**config.mk**
```make
export PLATFORM = sky130hd
export DESIGN_NAME = wb_arbiter_flat
export DESIGN_NICKNAME = d
export VERILOG_FILES = /design/src/rtl/wb_arbiter_if.sv /design/src/rtl/wb_arbiter.sv /design/src/flat_wrapper.sv
export SDC_FILE = /design/constraint.sdc
export NUM_CORES = 1
export LEC_CHECK = 0
export CORE_MARGIN = 2
export CORE_UTILIZATION = 45
export DETAILED_ROUTE_END_ITERATION = 8
export DONT_BUFFER_PORTS = 1
export MAX_ROUTING_LAYER = met4
export REMOVE_ABC_BUFFERS = 1
export SYNTH_ARGS = -nofsm -noshare
export SYNTH_HDL_FRONTEND = slang
export SYNTH_SLANG_ARGS = --single-unit
```
**constraint.sdc**
```tcl
create_clock -name clk_i -period 4.5 [get_ports clk_i]
set_input_delay 1.35 -clock clk_i [delete_from_list [all_inputs] [get_ports clk_i]]
set_output_delay 1.35 -clock clk_i [all_outputs]
set_load 0.02 [all_outputs]
```
**src/rtl/wb_arbiter_if.sv**
```systemverilog
// Bus bundle between the two pipeline masters, the arbiter and the shared Wishbone slave.
// The slave modport is the arbiter's view; the master modport is the surrounding system's view.
interface wb_arbiter_if #(
    parameter int AW = 16,
    parameter int DW = 16
);
    logic          m0_cyc_i;
    logic          m0_stb_i;
    logic [AW-1:0] m0_addr_i;
    logic          m0_stall_o;
    logic          m0_ack_o;
    logic [DW-1:0] m0_data_o;

    logic          m1_cyc_i;
    logic          m1_stb_i;
    logic          m1_we_i;
    logic [AW-1:0] m1_addr_i;
    logic [DW-1:0] m1_data_i;
    logic          m1_stall_o;
    logic          m1_ack_o;
    logic [DW-1:0] m1_data_o;

    logic          s_cyc_o;
    logic          s_stb_o;
    logic          s_we_o;
    logic [AW-1:0] s_addr_o;
    logic [DW-1:0] s_data_o;
    logic          s_stall_i;
    logic          s_ack_i;
    logic [DW-1:0] s_data_i;

    logic [1:0]    grant_o;

    modport slave (
        input  m0_cyc_i, m0_stb_i, m0_addr_i,
        input  m1_cyc_i, m1_stb_i, m1_we_i, m1_addr_i, m1_data_i,
        input  s_stall_i, s_ack_i, s_data_i,
        output m0_stall_o, m0_ack_o, m0_data_o,
        output m1_stall_o, m1_ack_o, m1_data_o,
        output s_cyc_o, s_stb_o, s_we_o, s_addr_o, s_data_o,
        output grant_o
    );

    modport master (
        output m0_cyc_i, m0_stb_i, m0_addr_i,
        output m1_cyc_i, m1_stb_i, m1_we_i, m1_addr_i, m1_data_i,
        output s_stall_i, s_ack_i, s_data_i,
        input  m0_stall_o, m0_ack_o, m0_data_o,
        input  m1_stall_o, m1_ack_o, m1_data_o,
        input  s_cyc_o, s_stb_o, s_we_o, s_addr_o, s_data_o,
        input  grant_o
    );
endinterface

```
**src/rtl/wb_arbiter.sv**
```systemverilog
// Two-master, one-slave pipelined Wishbone arbiter: fetch on port 0, data stage on port 1.
// A grant lasts for the master's whole cycle; ties alternate; acks return only to the owner.
module wb_arbiter #(
    parameter int AW      = 16,
    parameter int DW      = 16,
    parameter int LGDEPTH = 4
) (
    input  logic         clk_i,
    input  logic         rst_ni,
    wb_arbiter_if.slave  bus
);

    typedef enum logic [1:0] {
        IDLE = 2'd0,
        GNT0 = 2'd1,
        GNT1 = 2'd2
    } state_t;

    state_t               state;
    state_t               next_state;
    logic                 last_gnt;
    logic [LGDEPTH-1:0]   cnt;
    logic                 full;
    logic                 cnt_nz;
    logic                 inc;
    logic                 dec;
    logic                 release_bus;

    assign full   = (cnt == {LGDEPTH{1'b1}});
    assign cnt_nz = (cnt != {LGDEPTH{1'b0}});
    assign inc    = bus.s_stb_o && !bus.s_stall_i;
    assign dec    = bus.s_ack_i && cnt_nz;

    assign release_bus = ((state == GNT0) && !bus.m0_cyc_i) ||
                         ((state == GNT1) && !bus.m1_cyc_i);

    always_ff @(posedge clk_i or negedge rst_ni) begin
        if (!rst_ni) begin
            state <= IDLE;
        end else begin
            state <= next_state;
        end
    end

    // last_gnt = 1 means port 1 owned the bus most recently, so port 0 wins the next tie.
    always_ff @(posedge clk_i or negedge rst_ni) begin
        if (!rst_ni) begin
            last_gnt <= 1'b1;
            cnt      <= {LGDEPTH{1'b0}};
        end else if (release_bus) begin
            last_gnt <= (state == GNT1);
            cnt      <= {LGDEPTH{1'b0}};
        end else if (state != IDLE) begin
            if (inc && !dec) begin
                cnt <= cnt + LGDEPTH'(1);
            end else if (dec && !inc) begin
                cnt <= cnt - LGDEPTH'(1);
            end
        end
    end

    always_comb begin
        next_state = state;
        case (state)
            IDLE: begin
                if (bus.m0_cyc_i && bus.m1_cyc_i) begin
                    next_state = last_gnt ? GNT0 : GNT1;
                end else if (bus.m0_cyc_i) begin
                    next_state = GNT0;
                end else if (bus.m1_cyc_i) begin
                    next_state = GNT1;
                end
            end
            GNT0: begin
                if (!bus.m0_cyc_i) begin
                    next_state = bus.m1_cyc_i ? GNT1 : IDLE;
                end
            end
            GNT1: begin
                if (!bus.m1_cyc_i) begin
                    next_state = bus.m0_cyc_i ? GNT0 : IDLE;
                end
            end
            default: next_state = IDLE;
        endcase
    end

    // Strobe is also qualified by cyc so s_stb_o can never be seen without s_cyc_o.
    always_comb begin
        bus.s_cyc_o    = 1'b0;
        bus.s_stb_o    = 1'b0;
        bus.s_we_o     = 1'b0;
        bus.s_addr_o   = {AW{1'b0}};
        bus.s_data_o   = {DW{1'b0}};
        bus.m0_stall_o = 1'b1;
        bus.m0_ack_o   = 1'b0;
        bus.m1_stall_o = 1'b1;
        bus.m1_ack_o   = 1'b0;
        bus.grant_o    = 2'b00;
        case (state)
            GNT0: begin
                bus.s_cyc_o    = bus.m0_cyc_i;
                bus.s_stb_o    = bus.m0_cyc_i && bus.m0_stb_i && !full;
                bus.s_addr_o   = bus.m0_addr_i;
                bus.m0_stall_o = bus.s_stall_i || full;
                bus.m0_ack_o   = bus.s_ack_i && cnt_nz;
                bus.grant_o    = 2'b01;
            end
            GNT1: begin
                bus.s_cyc_o    = bus.m1_cyc_i;
                bus.s_stb_o    = bus.m1_cyc_i && bus.m1_stb_i && !full;
                bus.s_we_o     = bus.m1_we_i;
                bus.s_addr_o   = bus.m1_addr_i;
                bus.s_data_o   = bus.m1_data_i;
                bus.m1_stall_o = bus.s_stall_i || full;
                bus.m1_ack_o   = bus.s_ack_i && cnt_nz;
                bus.grant_o    = 2'b10;
            end
            default: ;
        endcase
    end

    assign bus.m0_data_o = bus.s_data_i;
    assign bus.m1_data_o = bus.s_data_i;

endmodule

```
**src/flat_wrapper.sv**
```systemverilog
// flat-port wrapper written by rule: the top's interface ports become plain ports
module wb_arbiter_flat 
#(
    parameter int AW      = 16,
    parameter int DW      = 16,
    parameter int LGDEPTH = 4
)
  (clk_i, rst_ni, bus_m0_cyc_i, bus_m0_stb_i, bus_m0_addr_i, bus_m1_cyc_i, bus_m1_stb_i, bus_m1_we_i, bus_m1_addr_i, bus_m1_data_i, bus_s_stall_i, bus_s_ack_i, bus_s_data_i, bus_m0_stall_o, bus_m0_ack_o, bus_m0_data_o, bus_m1_stall_o, bus_m1_ack_o, bus_m1_data_o, bus_s_cyc_o, bus_s_stb_o, bus_s_we_o, bus_s_addr_o, bus_s_data_o, bus_grant_o);
  wb_arbiter_if #(.AW(AW), .DW(DW)) bus_i ();
  input  logic clk_i;
  input  logic rst_ni;
  input wire logic [$bits(bus_i.m0_cyc_i)-1:0] bus_m0_cyc_i;
  input wire logic [$bits(bus_i.m0_stb_i)-1:0] bus_m0_stb_i;
  input wire logic [$bits(bus_i.m0_addr_i)-1:0] bus_m0_addr_i;
  input wire logic [$bits(bus_i.m1_cyc_i)-1:0] bus_m1_cyc_i;
  input wire logic [$bits(bus_i.m1_stb_i)-1:0] bus_m1_stb_i;
  input wire logic [$bits(bus_i.m1_we_i)-1:0] bus_m1_we_i;
  input wire logic [$bits(bus_i.m1_addr_i)-1:0] bus_m1_addr_i;
  input wire logic [$bits(bus_i.m1_data_i)-1:0] bus_m1_data_i;
  input wire logic [$bits(bus_i.s_stall_i)-1:0] bus_s_stall_i;
  input wire logic [$bits(bus_i.s_ack_i)-1:0] bus_s_ack_i;
  input wire logic [$bits(bus_i.s_data_i)-1:0] bus_s_data_i;
  output wire logic [$bits(bus_i.m0_stall_o)-1:0] bus_m0_stall_o;
  output wire logic [$bits(bus_i.m0_ack_o)-1:0] bus_m0_ack_o;
  output wire logic [$bits(bus_i.m0_data_o)-1:0] bus_m0_data_o;
  output wire logic [$bits(bus_i.m1_stall_o)-1:0] bus_m1_stall_o;
  output wire logic [$bits(bus_i.m1_ack_o)-1:0] bus_m1_ack_o;
  output wire logic [$bits(bus_i.m1_data_o)-1:0] bus_m1_data_o;
  output wire logic [$bits(bus_i.s_cyc_o)-1:0] bus_s_cyc_o;
  output wire logic [$bits(bus_i.s_stb_o)-1:0] bus_s_stb_o;
  output wire logic [$bits(bus_i.s_we_o)-1:0] bus_s_we_o;
  output wire logic [$bits(bus_i.s_addr_o)-1:0] bus_s_addr_o;
  output wire logic [$bits(bus_i.s_data_o)-1:0] bus_s_data_o;
  output wire logic [$bits(bus_i.grant_o)-1:0] bus_grant_o;
  assign bus_i.m0_cyc_i = bus_m0_cyc_i;
  assign bus_i.m0_stb_i = bus_m0_stb_i;
  assign bus_i.m0_addr_i = bus_m0_addr_i;
  assign bus_i.m1_cyc_i = bus_m1_cyc_i;
  assign bus_i.m1_stb_i = bus_m1_stb_i;
  assign bus_i.m1_we_i = bus_m1_we_i;
  assign bus_i.m1_addr_i = bus_m1_addr_i;
  assign bus_i.m1_data_i = bus_m1_data_i;
  assign bus_i.s_stall_i = bus_s_stall_i;
  assign bus_i.s_ack_i = bus_s_ack_i;
  assign bus_i.s_data_i = bus_s_data_i;
  assign bus_m0_stall_o = bus_i.m0_stall_o;
  assign bus_m0_ack_o = bus_i.m0_ack_o;
  assign bus_m0_data_o = bus_i.m0_data_o;
  assign bus_m1_stall_o = bus_i.m1_stall_o;
  assign bus_m1_ack_o = bus_i.m1_ack_o;
  assign bus_m1_data_o = bus_i.m1_data_o;
  assign bus_s_cyc_o = bus_i.s_cyc_o;
  assign bus_s_stb_o = bus_i.s_stb_o;
  assign bus_s_we_o = bus_i.s_we_o;
  assign bus_s_addr_o = bus_i.s_addr_o;
  assign bus_s_data_o = bus_i.s_data_o;
  assign bus_grant_o = bus_i.grant_o;
  wb_arbiter #(.AW(AW), .DW(DW), .LGDEPTH(LGDEPTH)) u_core (.clk_i(clk_i), .rst_ni(rst_ni), .bus(bus_i));
endmodule
```
==> report_table.html <==
<table>
<tr><th>Metric</th><th>Value</th></tr>
<tr><th colspan="2">CTS</th></tr>
<tr><td>Number of gates given a new drive strength after cts</td><td>0</td></tr>
<tr><td>Number of buffers on the longest clock path</td><td>2</td></tr>
<tr><td>CTS tree</td><td>done</td></tr>
<tr><td>Total setup buffers inserted after CTS</td><td>0</td></tr>
<tr><td>CTS clock-pin slew for the worst setup and hold paths</td><td>0.05 ns</td></tr>
<tr><td>Clock latency of the later-clocked register in the worst-skew pair</td><td>0.26 ns</td></tr>
<tr><td>Number of buffers inserted by hold repair at cts</td><td>0</td></tr>
<tr><td>Clock net sink count</td><td>7</td></tr>
<tr><td>Root Buffer</td><td>clkbuf_4</td></tr>
<tr><td>Total CTS buffers</td><td>3</td></tr>
<tr><td>Maximum level of the CTS H-tree</td><td>1</td></tr>
<tr><th colspan="2">Job</th></tr>
<tr><td># Max-Cap Violations</td><td>0</td></tr>
<tr><th colspan="2">Logic synthesis</th></tr>
<tr><td>Mapped cell area</td><td>1240 um^2</td></tr>
<tr><td>Yosys reg bits</td><td>7</td></tr>
<tr><td>Number of library cell types mapped by synthesis</td><td>38</td></tr>
<tr><td>Fraction of the yosys area taken by sequential cells</td><td>14.2%</td></tr>
<tr><td>Top cells by area, synth</td><td>buf_4, dfrtp_1, ha_1</td></tr>
<tr><td>Post-synth top area share</td><td>19.4%</td></tr>
<tr><td>Synth Area per Inst</td><td>7.81 um^2</td></tr>
<tr><td>Number of enable flip-flop cells after synthesis</td><td>0</td></tr>
<tr><td>Yosys warns</td><td>0</td></tr>
<tr><td>Instance count of the mapped netlist</td><td>159</td></tr>
<tr><td>Most area-hungry cell type in the Yosys netlist</td><td>buf_4</td></tr>
<tr><td>Dominant register cell in the synthesized netlist</td><td>dfrtp_1</td></tr>
<tr><td>Fraction of registers with async set/reset</td><td>100%</td></tr>
<tr><th colspan="2">Cells and area</th></tr>
<tr><td>Area overhead of the layout relative to synthesis</td><td>-17.1%</td></tr>
<tr><td>Most common cell after layout, fill and taps aside</td><td>nor2b_1</td></tr>
<tr><td>Multi-input logic area</td><td>742 um^2</td></tr>
<tr><td>Commonest cells after routing, fill and taps aside</td><td>nor2b_1, and2_1, a22oi_1</td></tr>
<tr><td>Layout cells sized above 1</td><td>8.87%</td></tr>
<tr><td>Fill count</td><td>286</td></tr>
<tr><td>Net count of the finished layout</td><td>209</td></tr>
<tr><td>Fin cells</td><td>155</td></tr>
<tr><td>Count of antenna diodes in the layout</td><td>0</td></tr>
<tr><td>Sequential cell area in the final layout</td><td>176 um^2</td></tr>
<tr><th colspan="2">Detailed routing</th></tr>
<tr><td>DR DRC count</td><td>0</td></tr>
<tr><td>Post-route antenna net violation count</td><td>0</td></tr>
<tr><td>Number of iterations in the first detailed-routing pass</td><td>4</td></tr>
<tr><td>Via total after detailed routing</td><td>995</td></tr>
<tr><td>Number of design-rule violations left by the first detailed-router iteration</td><td>63</td></tr>
<tr><td>Post-detailed-route wirelength per cell</td><td>29.8 um</td></tr>
<tr><td>Detailed Route WL</td><td>4610 um</td></tr>
<tr><td>Drt via density</td><td>6.42</td></tr>
<tr><th colspan="2">Setup path</th></tr>
<tr><td>Critical Setup Path Class</td><td>flop to output pin</td></tr>
<tr><td>Buffers and inverters on the worst path</td><td>1</td></tr>
<tr><td>Worst path arrival time</td><td>2.27 ns</td></tr>
<tr><td>Biggest fanout along the worst timing path</td><td>19</td></tr>
<tr><td>Biggest cell delay along the critical path</td><td>0.72 ns</td></tr>
<tr><td>Crit. Startpoint</td><td>u_core.state[0]</td></tr>
<tr><td>Endpoint type of the worst setup path</td><td>output pin</td></tr>
<tr><td>Cell chain of the critical path</td><td>inv_1 -&gt; ha_1 -&gt; nand3_1 -&gt; o21ai_0 -&gt; nand2_1 -&gt; nor2_1</td></tr>
<tr><td>Slowest cell on the critical path</td><td>ha_1</td></tr>
<tr><td>Kind of cell adding the most delay to the critical path</td><td>adder cells</td></tr>
<tr><td>Data required time of the critical path</td><td>3.15 ns</td></tr>
<tr><td>Reg-to-Reg Start</td><td>u_core.state[0]</td></tr>
<tr><td>Kind of start point of the critical path</td><td>flop</td></tr>
<tr><th colspan="2">Pwr</th></tr>
<tr><td>Cell-internal power</td><td>341 uW</td></tr>
<tr><td>Switching power total</td><td>484 uW</td></tr>
<tr><td>Combinational Power Share</td><td>78.0%</td></tr>
<tr><td>Net Sw Frac</td><td>58.7%</td></tr>
<tr><td>Power share of the sequential group</td><td>14.9%</td></tr>
<tr><td>Relative contribution of the clock network to total power</td><td>7.1%</td></tr>
<tr><td>Worst IR Drop VDD</td><td>0.000351 V</td></tr>
<tr><td>Static leakage power</td><td>0.000410 uW</td></tr>
<tr><td>Pwr Density</td><td>803 nW/um^2</td></tr>
<tr><th colspan="2">Min path</th></tr>
<tr><td>Startpoint of the tightest hold check path</td><td>u_core.state[1]</td></tr>
<tr><td>Hold WC Path Type</td><td>flop to flop</td></tr>
<tr><th colspan="2">Timing</th></tr>
<tr><td>Worst slew margin relative to its limit</td><td>45.0%</td></tr>
<tr><td>Time the worst path needs with I/O delays and setup</td><td>3.62 ns</td></tr>
<tr><td>Fmax</td><td>276 MHz</td></tr>
<tr><td>Pin slew with the least headroom to its limit</td><td>0.825 ns</td></tr>
<tr><td>Fin crit share</td><td>80.5%</td></tr>
<tr><td>Worst-case clock skew</td><td>0.00536 ns</td></tr>
<tr><td>Fin. max-slew vios</td><td>0</td></tr>
<tr><td>Final Hold Violating Endpoints</td><td>0</td></tr>
<tr><td>Accumulated negative setup slack</td><td>0 ns</td></tr>
<tr><td>RSZ-0062 raised after global routing</td><td>no</td></tr>
<tr><td>Total of endpoints with negative setup slack in the final report</td><td>0</td></tr>
<tr><th colspan="2">Floorplan</th></tr>
<tr><td>Number of placement rows</td><td>19</td></tr>
<tr><td>Boundary Pins</td><td>146</td></tr>
<tr><td>Starting utilization of the core area</td><td>46.2%</td></tr>
<tr><td>Vertical die dimension</td><td>56.5 um</td></tr>
<tr><td>Chip width</td><td>56.5 um</td></tr>
<tr><td>Placeable core region</td><td>2690 um^2</td></tr>
<tr><td>Floorplan die area</td><td>3190 um^2</td></tr>
<tr><th colspan="2">GRT</th></tr>
<tr><td>Number of global-route vias before repair</td><td>988</td></tr>
<tr><td>Antenna violations before repair</td><td>0</td></tr>
<tr><td>GRT Util Overall</td><td>28.3%</td></tr>
<tr><td>First-pass GRT wire length</td><td>6000 um</td></tr>
<tr><td>Remaining global-route overflow</td><td>0</td></tr>
<tr><td>Pin count of the biggest net entering global routing</td><td>22</td></tr>
<tr><th colspan="2">Placed design</th></tr>
<tr><td>Total of buffers placed on input and output ports</td><td>0</td></tr>
<tr><td>Final Wtd Congestion</td><td>0.909</td></tr>
<tr><td>Post-DP HPWL</td><td>4070 um</td></tr>
<tr><td>DP Cell Count</td><td>151</td></tr>
<tr><th colspan="2">Run status</th></tr>
<tr><td>Run status</td><td>complete, no violations</td></tr>
</table>
==> sequential cells by signal, indices dropped and copies added, names as in the netlist <==
name	cells
u_core.state	2
u_core.cnt	4
u_core.last_gnt	1
==> final cells by class <==
cell class	count	share of cell area [%]
multi-input combinational	101	72.1
sequential	7	17.2
inverter	12	4.38
tap	31	3.77
clock buffer	4	2.55
==> logic make-up after synthesis <==
group                    count (synthesis)  share of synthesized area, %
AO/OA/AOI/OAI                           34                          20.8
XOR/XNOR                                 1                         0.706
adder cells (fa/ha/maj)                 11                          11.7
AND/OR/NAND/NOR                         53                          24.9
multiplexers                             2                          1.71
buffers and inverters                   51                          26.0
flip-flops                               7                          14.2
==> per-stage QoR <==
| stage | worst slack [ns] | util [%] | hold WS, ns | area [um^2] | total power (uW) |
|---|---|---|---|---|---|
| after floorplan | 1.26 | - | 0.494 | 963 | 645 |
| after global placement | 1.15 | 37.3 | 0.545 | 1000 | 746 |
| after detailed placement | 1.14 | 37.3 | 0.563 | 1000 | 768 |
| after CTS | 0.860 | 38.3 | 0.575 | 1030 | 829 |
| after global routing | 0.716 | 38.3 | 0.622 | 1030 | 881 |
| final | 0.878 | 38.3 | 0.578 | 1030 | 826 |
==> cell usage after synthesis, types with 2 or more instances <==
cell type / number
nor3_1: 2
inv_1: 11
nor2b_1: 18
buf_2: 3
a22oi_1: 16
o21ai_0: 2
a211oi_1: 2
o22ai_1: 2
nor2_1: 5
clkbuf_1: 3
nand2_1: 5
a21oi_1: 2
ha_1: 10
and2_1: 17
nand3_1: 2
dfrtp_1: 6
buf_4: 32
==> power groups by stage <==
stage                     sequential, uW  combinational, uW  clock [uW]
after floorplan                      115                530           0
after global placement               120                625           0
after detailed placement             123                645           0
after CTS                            122                646        61.0
after global routing                 127                692        61.8
final                                123                644        59.0
==> layer usage <==
layer / up-vias / GRT usage [%] / routed length [um] / share of wire [%]
met5: - / - / 0 / 0
met4: 0 / 11.6 / 131 / 2.8
met3: 8 / 12.7 / 516 / 11
met2: 94 / 54.3 / 2600 / 56
met1: 459 / 22.7 / 1370 / 30
li1: 434 / - / - / -
==> worst register-to-register path, stage by stage, from the launching register on <==
cell,delay [ns]
dfrtp_1,0.43
inv_1,0.15
ha_1,0.72
nand3_1,0.12
o21ai_0,0.12
nand2_1,0.12
nor3_1,0.18
ha_1,0.22
inv_1,0.10
ha_1,0.34
a21oi_1,0.09
a211oi_1,0.32
o31ai_1,0.12
o2bb2ai_1,0.15
==> final timing paths <==
path / endpoint / slack [ns] / depth (start not counted)
worst max-delay path: bus_s_stb_o / 0.88 / 6
worst min-delay path: u_core.state[1] / 0.58 / 1
worst max register to register: u_core.cnt[3] / 1.21 / 13
worst min register to register: u_core.state[1] / 0.58 / 1
max in group asynchronous: u_core.last_gnt / 3.55 / 0
min in group asynchronous: u_core.cnt[3] / 0.78 / 0
No activity file was read; power rests on OpenSTA's default activity.
